[src/rtl/mux_arb_pkg.sv]
// Shared types and constants for the two-requester mux arbiter.
// State codes are one-hot per grant, so a state can never grant both requesters.
package mux_arb_pkg;

  typedef enum logic [1:0] {
    IDLE   = 2'b00,
    GRANT0 = 2'b01,
    GRANT1 = 2'b10
  } state_t;

  localparam logic REQ0 = 1'b0;
  localparam logic REQ1 = 1'b1;

endpackage

[src/rtl/mux_arbiter_if.sv]
// Requester-side bus of the mux arbiter: requests, releases, data in, and the
// grant/select/registered data returned by the arbiter.
interface mux_arbiter_if #(
  parameter int WIDTH = 8
);
  logic             req0;
  logic             req1;
  logic             done0;
  logic             done1;
  logic [WIDTH-1:0] d0;
  logic [WIDTH-1:0] d1;
  logic             gnt0;
  logic             gnt1;
  logic             sel;
  logic [WIDTH-1:0] out;
  logic             out_valid;
  logic             busy;

  modport master (
    output req0, req1, done0, done1, d0, d1,
    input  gnt0, gnt1, sel, out, out_valid, busy
  );

  modport slave (
    input  req0, req1, done0, done1, d0, d1,
    output gnt0, gnt1, sel, out, out_valid, busy
  );
endinterface

[src/rtl/mux_arb_hold_cnt.sv]
// Tenure counter: cleared when a grant starts, counts granted cycles and
// saturates at MAX_HOLD-1, where it flags that the holder may be preempted.
module mux_arb_hold_cnt #(
  parameter int MAX_HOLD = 4,
  parameter int HOLD_W   = $clog2(MAX_HOLD + 1)
) (
  input  logic              clk,
  input  logic              rst_n,
  input  logic              clear,
  input  logic              enable,
  output logic [HOLD_W-1:0] cnt,
  output logic              expire
);
  localparam logic [HOLD_W-1:0] LIMIT = HOLD_W'(MAX_HOLD - 1);

  logic [HOLD_W-1:0] cnt_reg;

  always_ff @(posedge clk or negedge rst_n) begin
    if (!rst_n) begin
      cnt_reg <= '0;
    end else if (clear) begin
      cnt_reg <= '0;
    end else if (enable && (cnt_reg != LIMIT)) begin
      cnt_reg <= cnt_reg + HOLD_W'(1);
    end
  end

  assign cnt    = cnt_reg;
  assign expire = (cnt_reg == LIMIT);
endmodule

[src/rtl/mux_arbiter.sv]
// Round-robin owner of a shared 2:1 mux select: grants one requester at a time,
// bounds contested tenure, and registers the muxed data.
module mux_arbiter
  import mux_arb_pkg::*;
#(
  parameter int WIDTH    = 8,
  parameter int MAX_HOLD = 4
) (
  input logic          clk,
  input logic          rst_n,
  mux_arbiter_if.slave bus
);
  localparam int HOLD_W = $clog2(MAX_HOLD + 1);

  state_t           state_reg, state_next;
  logic             last_reg, last_next;
  logic             sel_reg, sel_next;
  logic [WIDTH-1:0] out_reg;
  logic             out_valid_reg;
  logic [HOLD_W-1:0] hold_cnt;
  logic             hold_expire;
  logic             hold_clear;
  logic             hold_en;

  mux_arb_hold_cnt #(
    .MAX_HOLD (MAX_HOLD),
    .HOLD_W   (HOLD_W)
  ) u_hold (
    .clk    (clk),
    .rst_n  (rst_n),
    .clear  (hold_clear),
    .enable (hold_en),
    .cnt    (hold_cnt),
    .expire (hold_expire)
  );

  always_ff @(posedge clk or negedge rst_n) begin
    if (!rst_n) begin
      state_reg <= IDLE;
      last_reg  <= REQ1;
      sel_reg   <= 1'b0;
    end else begin
      state_reg <= state_next;
      last_reg  <= last_next;
      sel_reg   <= sel_next;
    end
  end

  always_comb begin
    state_next = state_reg;
    last_next  = last_reg;
    sel_next   = sel_reg;
    case (state_reg)
      IDLE: begin
        if (bus.req0 && bus.req1) begin
          state_next = (last_reg == REQ0) ? GRANT1 : GRANT0;
        end else if (bus.req0) begin
          state_next = GRANT0;
        end else if (bus.req1) begin
          state_next = GRANT1;
        end
      end
      GRANT0: begin
        if (bus.done0 || !bus.req0 || (hold_expire && bus.req1)) begin
          state_next = bus.req1 ? GRANT1 : IDLE;
        end
      end
      GRANT1: begin
        if (bus.done1 || !bus.req1 || (hold_expire && bus.req0)) begin
          state_next = bus.req0 ? GRANT0 : IDLE;
        end
      end
      default: state_next = IDLE;
    endcase
    // Select and round-robin pointer move only when a new grant begins.
    if ((state_next == GRANT0) && (state_reg != GRANT0)) begin
      last_next = REQ0;
      sel_next  = REQ0;
    end else if ((state_next == GRANT1) && (state_reg != GRANT1)) begin
      last_next = REQ1;
      sel_next  = REQ1;
    end
  end

  assign hold_clear = (state_next != state_reg);
  assign hold_en    = (state_reg != IDLE);

  // Data lags the grant by one cycle; out freezes while idle.
  always_ff @(posedge clk or negedge rst_n) begin
    if (!rst_n) begin
      out_reg       <= '0;
      out_valid_reg <= 1'b0;
    end else begin
      out_valid_reg <= (state_reg != IDLE);
      if (state_reg != IDLE) begin
        out_reg <= sel_reg ? bus.d1 : bus.d0;
      end
    end
  end

  assign bus.gnt0      = (state_reg == GRANT0);
  assign bus.gnt1      = (state_reg == GRANT1);
  assign bus.sel       = sel_reg;
  assign bus.out       = out_reg;
  assign bus.out_valid = out_valid_reg;
  assign bus.busy      = (state_reg != IDLE);
endmodule

[src/flat_wrapper.sv]
// flat-port wrapper written by rule: the top's interface ports become plain ports
module mux_arbiter_flat import mux_arb_pkg::*;
#(
  parameter int WIDTH    = 8,
  parameter int MAX_HOLD = 4
)
  (clk, rst_n, bus_req0, bus_req1, bus_done0, bus_done1, bus_d0, bus_d1, bus_gnt0, bus_gnt1, bus_sel, bus_out, bus_out_valid, bus_busy);
  mux_arbiter_if #(.WIDTH(WIDTH)) bus_i ();
  input logic clk;
  input logic rst_n;
  input wire logic [$bits(bus_i.req0)-1:0] bus_req0;
  input wire logic [$bits(bus_i.req1)-1:0] bus_req1;
  input wire logic [$bits(bus_i.done0)-1:0] bus_done0;
  input wire logic [$bits(bus_i.done1)-1:0] bus_done1;
  input wire logic [$bits(bus_i.d0)-1:0] bus_d0;
  input wire logic [$bits(bus_i.d1)-1:0] bus_d1;
  output wire logic [$bits(bus_i.gnt0)-1:0] bus_gnt0;
  output wire logic [$bits(bus_i.gnt1)-1:0] bus_gnt1;
  output wire logic [$bits(bus_i.sel)-1:0] bus_sel;
  output wire logic [$bits(bus_i.out)-1:0] bus_out;
  output wire logic [$bits(bus_i.out_valid)-1:0] bus_out_valid;
  output wire logic [$bits(bus_i.busy)-1:0] bus_busy;
  assign bus_i.req0 = bus_req0;
  assign bus_i.req1 = bus_req1;
  assign bus_i.done0 = bus_done0;
  assign bus_i.done1 = bus_done1;
  assign bus_i.d0 = bus_d0;
  assign bus_i.d1 = bus_d1;
  assign bus_gnt0 = bus_i.gnt0;
  assign bus_gnt1 = bus_i.gnt1;
  assign bus_sel = bus_i.sel;
  assign bus_out = bus_i.out;
  assign bus_out_valid = bus_i.out_valid;
  assign bus_busy = bus_i.busy;
  mux_arbiter #(.WIDTH(WIDTH), .MAX_HOLD(MAX_HOLD)) u_core (.clk(clk), .rst_n(rst_n), .bus(bus_i));
endmodule
[config.mk]
export PLATFORM = sky130hd
export DESIGN_NAME = mux_arbiter_flat
export DESIGN_NICKNAME = d
export VERILOG_FILES = /design/src/rtl/mux_arb_pkg.sv /design/src/rtl/mux_arbiter_if.sv /design/src/rtl/mux_arb_hold_cnt.sv /design/src/rtl/mux_arbiter.sv /design/src/flat_wrapper.sv
export SDC_FILE = /design/constraint.sdc
export NUM_CORES = 1
export LEC_CHECK = 0
export CAP_MARGIN = 20
export CORE_ASPECT_RATIO = 2
export CORE_MARGIN = 2
export CORE_UTILIZATION = 29
export CTS_BUF_LIST = sky130_fd_sc_hd__clkbuf_4
export DETAILED_ROUTE_END_ITERATION = 8
export PLACE_DENSITY = 0.57
export SYNTH_ARGS = -nofsm -noshare
export SYNTH_HDL_FRONTEND = slang
export SYNTH_HIERARCHICAL = 1
export SYNTH_SLANG_ARGS = --single-unit
[constraint.sdc]
create_clock -name clk -period 4.17 [get_ports clk]
set_input_delay 1.0425 -clock clk [delete_from_list [all_inputs] [get_ports clk]]
set_output_delay 1.0425 -clock clk [all_outputs]
set_load 0.02 [all_outputs]
==> out/qor.yml, run 1 <==
power:
  peakVddDrop_v: 0.000236
  leakage_nw: 0.513
  power.density_cell_area_nw_per_um2: 583
drt:
  ant_nets: 0
  via_per_inst: 5.23
  dr.first_iter.drc_count: 19
  drc: 0
  routed_wirelength_um: 1940
  routedWlPerCell_um: 13.2
  vias: 769
  first_pass_iters: 4
clock_tree:
  worst_setup_hold_path_clk_slew_ps: 90
  cts_hold_repair_buffers: 0
  cts_inserted_buffers: 3
  cts_post_setup_buffers_inserted: 0
  cts_htree_levels: 1
  ctsRootBufferMaster: "clkbuf_4"
  cts_tree: "yes"
  cts_resized: 0
  clk_latency_ps: 280
  cts.sinks: 16
  max-clock-path-buffers: 2
timing:
  grt_setup_unrepaired: "false"
  setup_viol: 0
  setup-tns-final_ps: 0
  postLayoutSetupSlackWorst_ps: 1500
  final_min_period_over_clock_period_pct: 64.1
  final.hold.worst_slack_ps: 540
  relSlewSlack_pct: 52.2
  timing_hold_violations_final: 0
  skew_ps: 7.14
  max_freq_ghz: 0.374
  actual_slew_at_the_worst_max_slew_pin_ps: 715
  final-max-slew-violation-count: 0
  finalWorstPathRequiredPeriod_ps: 2670
grt:
  gr-usage-met2_pct: 21.8
  grt_most_used_layer: "met2"
  number_of_global_route_vias_before_repair: 747
  track_usage_pct: 11.8
  grt_pass1_wl_um: 3130
  grt_antenna_before_repair: 0
  met1_track_demand_over_resource_pct: 11.9
  grt_remaining_overflow: 0
  grt_start_max_net_pins: 21
  grt_util_met3_pct: 1.74
synthesis:
  postSynthAreaPerCell_um2: 10.7
  synthMostInstantiatedCell: "dfrtp_1"
  synth.net_count: 107
  yosysTopAreaCellShare_pct: 42.4
  netlist_instances: 83
  synth_xor_xnor_area_share_pct: 0
  synthMuxAreaShare_pct: 10.3
  post_synth_most_frequent_cells: "15 x dfrtp_1, 9 x a21oi_1, 9 x nor2_1, 8 x mux2i_1"
  largest_area_contributor_in_the_synthesized_netlist: "dfrtp_1"
  synthFlopType: "dfrtp_1"
  synth_cell_types: 37
  synth-warning-count: 6
  yosys.area_share.simple_pct: 18.2
  synth_compound_gate_area_share_pct: 16.4
  synth-edff-count: 0
  synth_top_family_by_area: "simple AND/OR/NAND/NOR gates"
  ys_seq_area_share_pct: 45.3
  post_synth_main_area_contributors: "dfrtp_1 42%, mux2i_1 9.0%, a21oi_1 5.1%, nor2_1 3.8%, dfstp_2 3.0%"
  ys_ff_latch: 16
  yosys.area_share.adder_pct: 2.82
  synth-async-reset-ratio_pct: 100
  syn-cell-area_um2: 886
placed_design:
  detailed_place.area_um2: 1220
  dp_hpwl_um: 1570
  post-place-ws_ps: 1300
  place_congestion: 0.809
  io_buffers: 34
floorplanning:
  placeableCoreArea_um2: 2940
  io-pin-count: 35
  row_count: 28
  floorplan.initialDensity_pct: 30.1
  die_width_um: 43.1
  die_area_um2: 3540
  die_height_um: 82.2
final_layout:
  post_route_cells_drive_above_1_share_pct: 7.69
  postLayoutCoreUtil_pct: 42.4
  max_ffs_per_register: 8
  area_growth_pct: 40.8
  fin_area_um2: 1250
  net_count_of_the_finished_layout: 142
  insertedDiodeCount: 0
critical_path:
  crit_arrival_ps: 1630
  worstPathRequired_ps: 3130
  critical_path_cell_count: 1
  cpMaxStageDelayCell: "clkdlybuf4s50_1"
  crit_path_max_incr_delay_ps: 700
  rr_worst_depth: 6
  critPathCaptureType: "output port"
  critical_path_buf_inv_count: 1
  worstSetupStartpointType: "flip-flop"
  critical_path.top_delay_family: "buffers and inverters"
  worst-setup-path-type: "flip-flop to output port"
  crit_path_cells: "clkdlybuf4s50_1"
  timing.critical_path.fanout_max: 10
hold_path:
  min_path_type: "flip-flop to flip-flop"
  min_delay_path_depth: 2
run:
  max_cap_viol_count: 0
run_status:
  run_status: "finished, final reports clean"
stage by stage:
stage                     cells  total power, mW
after global placement      143            0.650
after CTS                   147            0.743
after detailed placement    143            0.657
after global routing        147            0.783
final                       147            0.727
after floorplan              83            0.510
worst register-to-register path, cell delays in order, from the launching register on:
cell     delay (ps)
dfrtp_1         410
ha_1            210
ha_1            280
a21o_1          230
o32a_2          370
or4b_1          540
o31ai_1          90
layer usage:
layer / share of wire (%) / up-vias / wire [um]
met5: 0 / - / 0
met4: 1.7 / 0 / 33
met3: 8.4 / 2 / 163
met2: 51 / 38 / 981
met1: 39 / 353 / 761
li1: - / 376 / -
where the power goes:
group	switching, mW	internal [mW]
Sequential	0.0589	0.219
Clock	0.0466	0.0347
Combinational	0.174	0.194
layout make-up:
type,count,area [um^2]
fillers,290,1700
multi-input cells,59,423
flip-flops and latches,16,402
repair buffers,35,348
well taps,30,37.5
clock buffers,3,22.5
inverters,3,11.3
clock inverters,1,3.75
path summary, 6_finish.rpt:
path | start | end | slack (ps)
min in group asynchronous | rst_n | u_core/bus.out[2] | 1180
worst max-delay path | u_core/bus.sel | bus_sel | 1500
worst max register to register | u_core/u_hold/cnt[0] | u_core/u_hold/cnt[2] | 1950
max in group asynchronous | rst_n | u_core/bus.out[5] | 2530
worst min-delay path | u_core/bus.out[7] | u_core/bus.out[7] | 540
worst min register to register | u_core/bus.out[7] | u_core/bus.out[7] | 540
layout by cell type (no fill, tap or decap):
| cell type | instances |
|---|---|
| nand4_1 | 1 |
| and2b_1 | 1 |
| nor4b_1 | 1 |
| nand2b_2 | 1 |
| nand3b_1 | 1 |
| buf_4 | 1 |
| o22a_1 | 1 |
| nand2_1 | 2 |
| o31a_1 | 2 |
| nand4bb_1 | 1 |
| or2_1 | 1 |
| nor3b_1 | 1 |
| clkbuf_4 | 3 |
| o32a_2 | 1 |
| dfstp_2 | 1 |
| nor2b_1 | 3 |
| a21oi_1 | 9 |
| a21o_1 | 1 |
| ha_1 | 2 |
| nor3_1 | 1 |
| o21ai_1 | 1 |
| o21a_1 | 1 |
| and4bb_2 | 1 |
| clkinv_1 | 1 |
| or4b_1 | 1 |
| o311ai_0 | 1 |
| a41oi_1 | 1 |
| dfrtp_1 | 15 |
| a211oi_1 | 1 |
| mux2i_1 | 8 |
| nor2_1 | 9 |
| and2b_4 | 1 |
| o21ai_0 | 2 |
| mux2_1 | 1 |
| inv_1 | 3 |
| o31ai_1 | 1 |
| clkdlybuf4s50_1 | 34 |
logic make-up (layout without fill, tap and decap cells):
logic type | after synthesis | count (layout)
muxes | 9 | 9
AOI/OAI and AO/OA | 22 | 22
DFF | 16 | 16
and+or+nand+nor | 26 | 26
buffers and inverters | 8 | 42
adders and majority gates | 2 | 2
No activity file was read; power rests on OpenSTA's default activity.
==> run 2, diff against run 1 <==
--- a/config.mk
+++ b/config.mk
@@ -11,7 +11,7 @@
 export CORE_UTILIZATION = 29
 export CTS_BUF_LIST = sky130_fd_sc_hd__clkbuf_4
 export DETAILED_ROUTE_END_ITERATION = 8
-export PLACE_DENSITY = 0.57
+export PLACE_DENSITY = 0.59
 export SYNTH_ARGS = -nofsm -noshare
 export SYNTH_HDL_FRONTEND = slang
 export SYNTH_HIERARCHICAL = 1
==> constraint.sdc (replaced) <==
create_clock -name clk -period 2.15 [get_ports clk]
set_input_delay 0.5375 -clock clk [delete_from_list [all_inputs] [get_ports clk]]
set_output_delay 0.5375 -clock clk [all_outputs]
set_load 0.02 [all_outputs]
==> out/qor.yml, run 2 (same netlist as run 1, synthesis figures left out) <==
grt:
  grt_remaining_overflow: 0  # unchanged
  number_of_global_route_vias_before_repair: 766  # +2.5%
  track_usage_pct: 12.5  # +0.69 points
  grt_pass1_wl_um: 3250  # +3.7%
  grt_antenna_before_repair: 0  # unchanged
  grt_start_max_net_pins: 21  # unchanged
timing:
  grt_setup_unrepaired: "false"
  finalWorstPathRequiredPeriod_ps: 2070
  actual_slew_at_the_worst_max_slew_pin_ps: 453  # -262 ps
  max_freq_ghz: 0.482
  final.hold.worst_slack_ps: 535  # -5.63 ps
  postLayoutSetupSlackWorst_ps: 76.5  # -1420 ps
  final-max-slew-violation-count: 0  # unchanged
  setup_viol: 0  # unchanged
  relSlewSlack_pct: 69.4  # +17 points
  timing_hold_violations_final: 0  # unchanged
  skew_ps: 3.87  # -3.27 ps
  final_min_period_over_clock_period_pct: 96.4
clock_tree:
  clk_latency_ps: 280  # about the same
  ctsRootBufferMaster: "clkbuf_4"
  worst_setup_hold_path_clk_slew_ps: 90  # about the same
  cts_htree_levels: 1  # unchanged
  cts_inserted_buffers: 3  # unchanged
  cts_tree: "yes"
  cts.sinks: 16  # unchanged
  max-clock-path-buffers: 2  # unchanged
final_layout:
  most_common_library_cell_in_the_layout_ignoring_fill_and_taps: "clkdlybuf4s50_1"
  post_route_cells_drive_above_1_share_pct: 17.2  # +9.5 points
  area_growth_pct: 51.7
  insertedDiodeCount: 0  # unchanged
  net_count_of_the_finished_layout: 153  # +7.7%
  max_ffs_per_register: 8  # unchanged
  final_cell_mix: "33 x clkdlybuf4s50_1, 14 x dfrtp_1, 12 x buf_4, 9 x nor2_1, 9 x a21oi_1"
critical_path:
  crit-reg2reg-capture: "u_core/u_hold/cnt[2]"
  critical_path_buf_inv_count: 1  # unchanged
  worstSetupStartpointType: "flip-flop"
  worstPathRequired_ps: 1610  # -1520 ps
  critical_path_cell_count: 2  # +1
  timing.reg2reg.setup_slack_ps: 80  # -1870 ps
  cpMaxStageDelayCell: "clkdlybuf4s50_1"
  crit_arrival_ps: 1540  # -90 ps
  critical_path.top_delay_family: "buffers and inverters"
  reg2reg_from: "u_core/u_hold/cnt[0]"
  rr_worst_depth: 6  # unchanged
  crit_path_max_incr_delay_ps: 610  # -90 ps
  critPathCaptureType: "output port"
  worst-setup-path-type: "flip-flop to output port"
  crit_path_cells: "and2b_1 > clkdlybuf4s50_1"
  timing.critical_path.fanout_max: 4  # -6
placed_design:
  dp_hpwl_um: 1810  # +15%
  place_congestion: 0.848  # +4.8%
  io_buffers: 34  # unchanged
  post-place-ws_ps: -167  # -1470 ps
floorplanning:
  die_height_um: 82.2  # unchanged
  row_count: 28  # unchanged
  die_width_um: 43.1  # unchanged
  placeableCoreArea_um2: 2940  # unchanged
  floorplan.initialDensity_pct: 30.1  # unchanged
  die_area_um2: 3540  # unchanged
  io-pin-count: 35  # unchanged
run:
  max_cap_viol_count: 0  # unchanged
hold_path:
  min_path_type: "flip-flop to flip-flop"
  worst_hold_path_endpoint: "u_core/bus.out[0]"
  hold_start: "u_core/bus.out[0]"
  min_delay_path_depth: 2  # unchanged
drt:
  via_per_inst: 5.12  # -2.1%
  vias: 809  # +5.2%
  drc: 0  # unchanged
  ant_nets: 0  # unchanged
  first_pass_iters: 4  # unchanged
  routedWlPerCell_um: 13.7  # +3.8%
  routed_wirelength_um: 2160  # +12%
  dr.first_iter.drc_count: 9  # -10
power:
  power_switching_share_pct: 38.2  # -0.28 points
  power.share.clock_pct: 10.7  # -0.5 points
  power_frac_comb_pct: 54.9  # +4.3 points
  power.density_cell_area_nw_per_um2: 1090  # +87%
  power.switching_uw: 560  # +100%
  leakage_nw: 0.569  # +11%
  p_seq_share_pct: 34.4  # -3.8 points
  peakVddDrop_v: 0.000403  # +70%
  power_report.internal_total_uw: 907  # +100%
run_status:
  run_status: "finished, final reports clean"
-- run 2: changes by cell type in the layout (fill, tap and decap cells not counted), sizes merged --
cell / change
clkdlybuf4s50: -1
dlygate4sd2: +1
buf: +11
-- run 2: cell type report --
| class | count | area (um^2) |
|---|---|---|
| clock buffers | 3 | 22.5 |
| well taps | 30 | 37.5 |
| fillers | 311 | 1600 |
| clock inverters | 1 | 3.75 |
| flip-flops and latches | 16 | 403 |
| repair buffers | 46 | 429 |
| inverters | 3 | 11.3 |
| multi-input cells | 59 | 437 |
-- run 2: worst max path at each step --
stage | end | start | slack, ps
finish | bus_gnt1 | u_core/state_reg[0] | 80
global route | u_core/u_hold/cnt[2] | u_core/u_hold/cnt[0] | 20
CTS | bus_gnt1 | u_core/state_reg[1] | 10
detailed placement | u_core/u_hold/cnt[2] | bus_req0 | -170
global placement | u_core/u_hold/cnt[2] | bus_req0 | -100
floorplan | u_core/u_hold/cnt[2] | u_core/u_hold/cnt[0] | 120
-- run 2: per-layer routing --
layer,up-vias,global-route usage [%],part of all wire (%)
met2,37,23.7,55
met5,-,0,0
met4,0,9.39,4.1
met1,372,11.5,34
li1,392,-,-
met3,8,1.52,6.7
-- run 2: power groups by stage --
stage          Sequential, mW  Clock [mW]  Combinational (mW)
2_1_floorplan           0.602           0               0.388
3_3_place_gp            0.505           0               0.797
3_5_place_dp            0.510           0               0.810
4_1_cts                 0.504       0.168               0.805
5_1_grt                 0.520       0.187               0.865
6_report                0.504       0.157               0.806
-- run 2: worst register-to-register path: cells and delay by family (launching register included) --
| family | cells | cell delay [ps] |
|---|---|---|
| AO/OA/AOI/OAI | 3 | 630 |
| adder cells (fa/ha/maj) | 2 | 420 |
| flip-flops | 1 | 410 |
| AND/OR/NAND/NOR | 1 | 520 |
-- run 2: through the flow --
stage | TNS, ps | power (mW) | std cells | cell area [um^2] | utilization [%]
after floorplan | 0 | 0.990 | 83 | 886 | -
after global placement | -137 | 1.30 | 153 | 1300 | 44.0
after detailed placement | -237 | 1.32 | 153 | 1300 | 44.0
after CTS | 0 | 1.48 | 157 | 1320 | 45.0
after global routing | 0 | 1.57 | 158 | 1340 | 45.7
final | 0 | 1.47 | 158 | 1340 | 45.7
-- run 2: timing repair --
item,CTS,global route
hold buffers,0,0
endpoints found under the setup margin,2,2
gates resized for setup,2,2
setup buffers,0,1
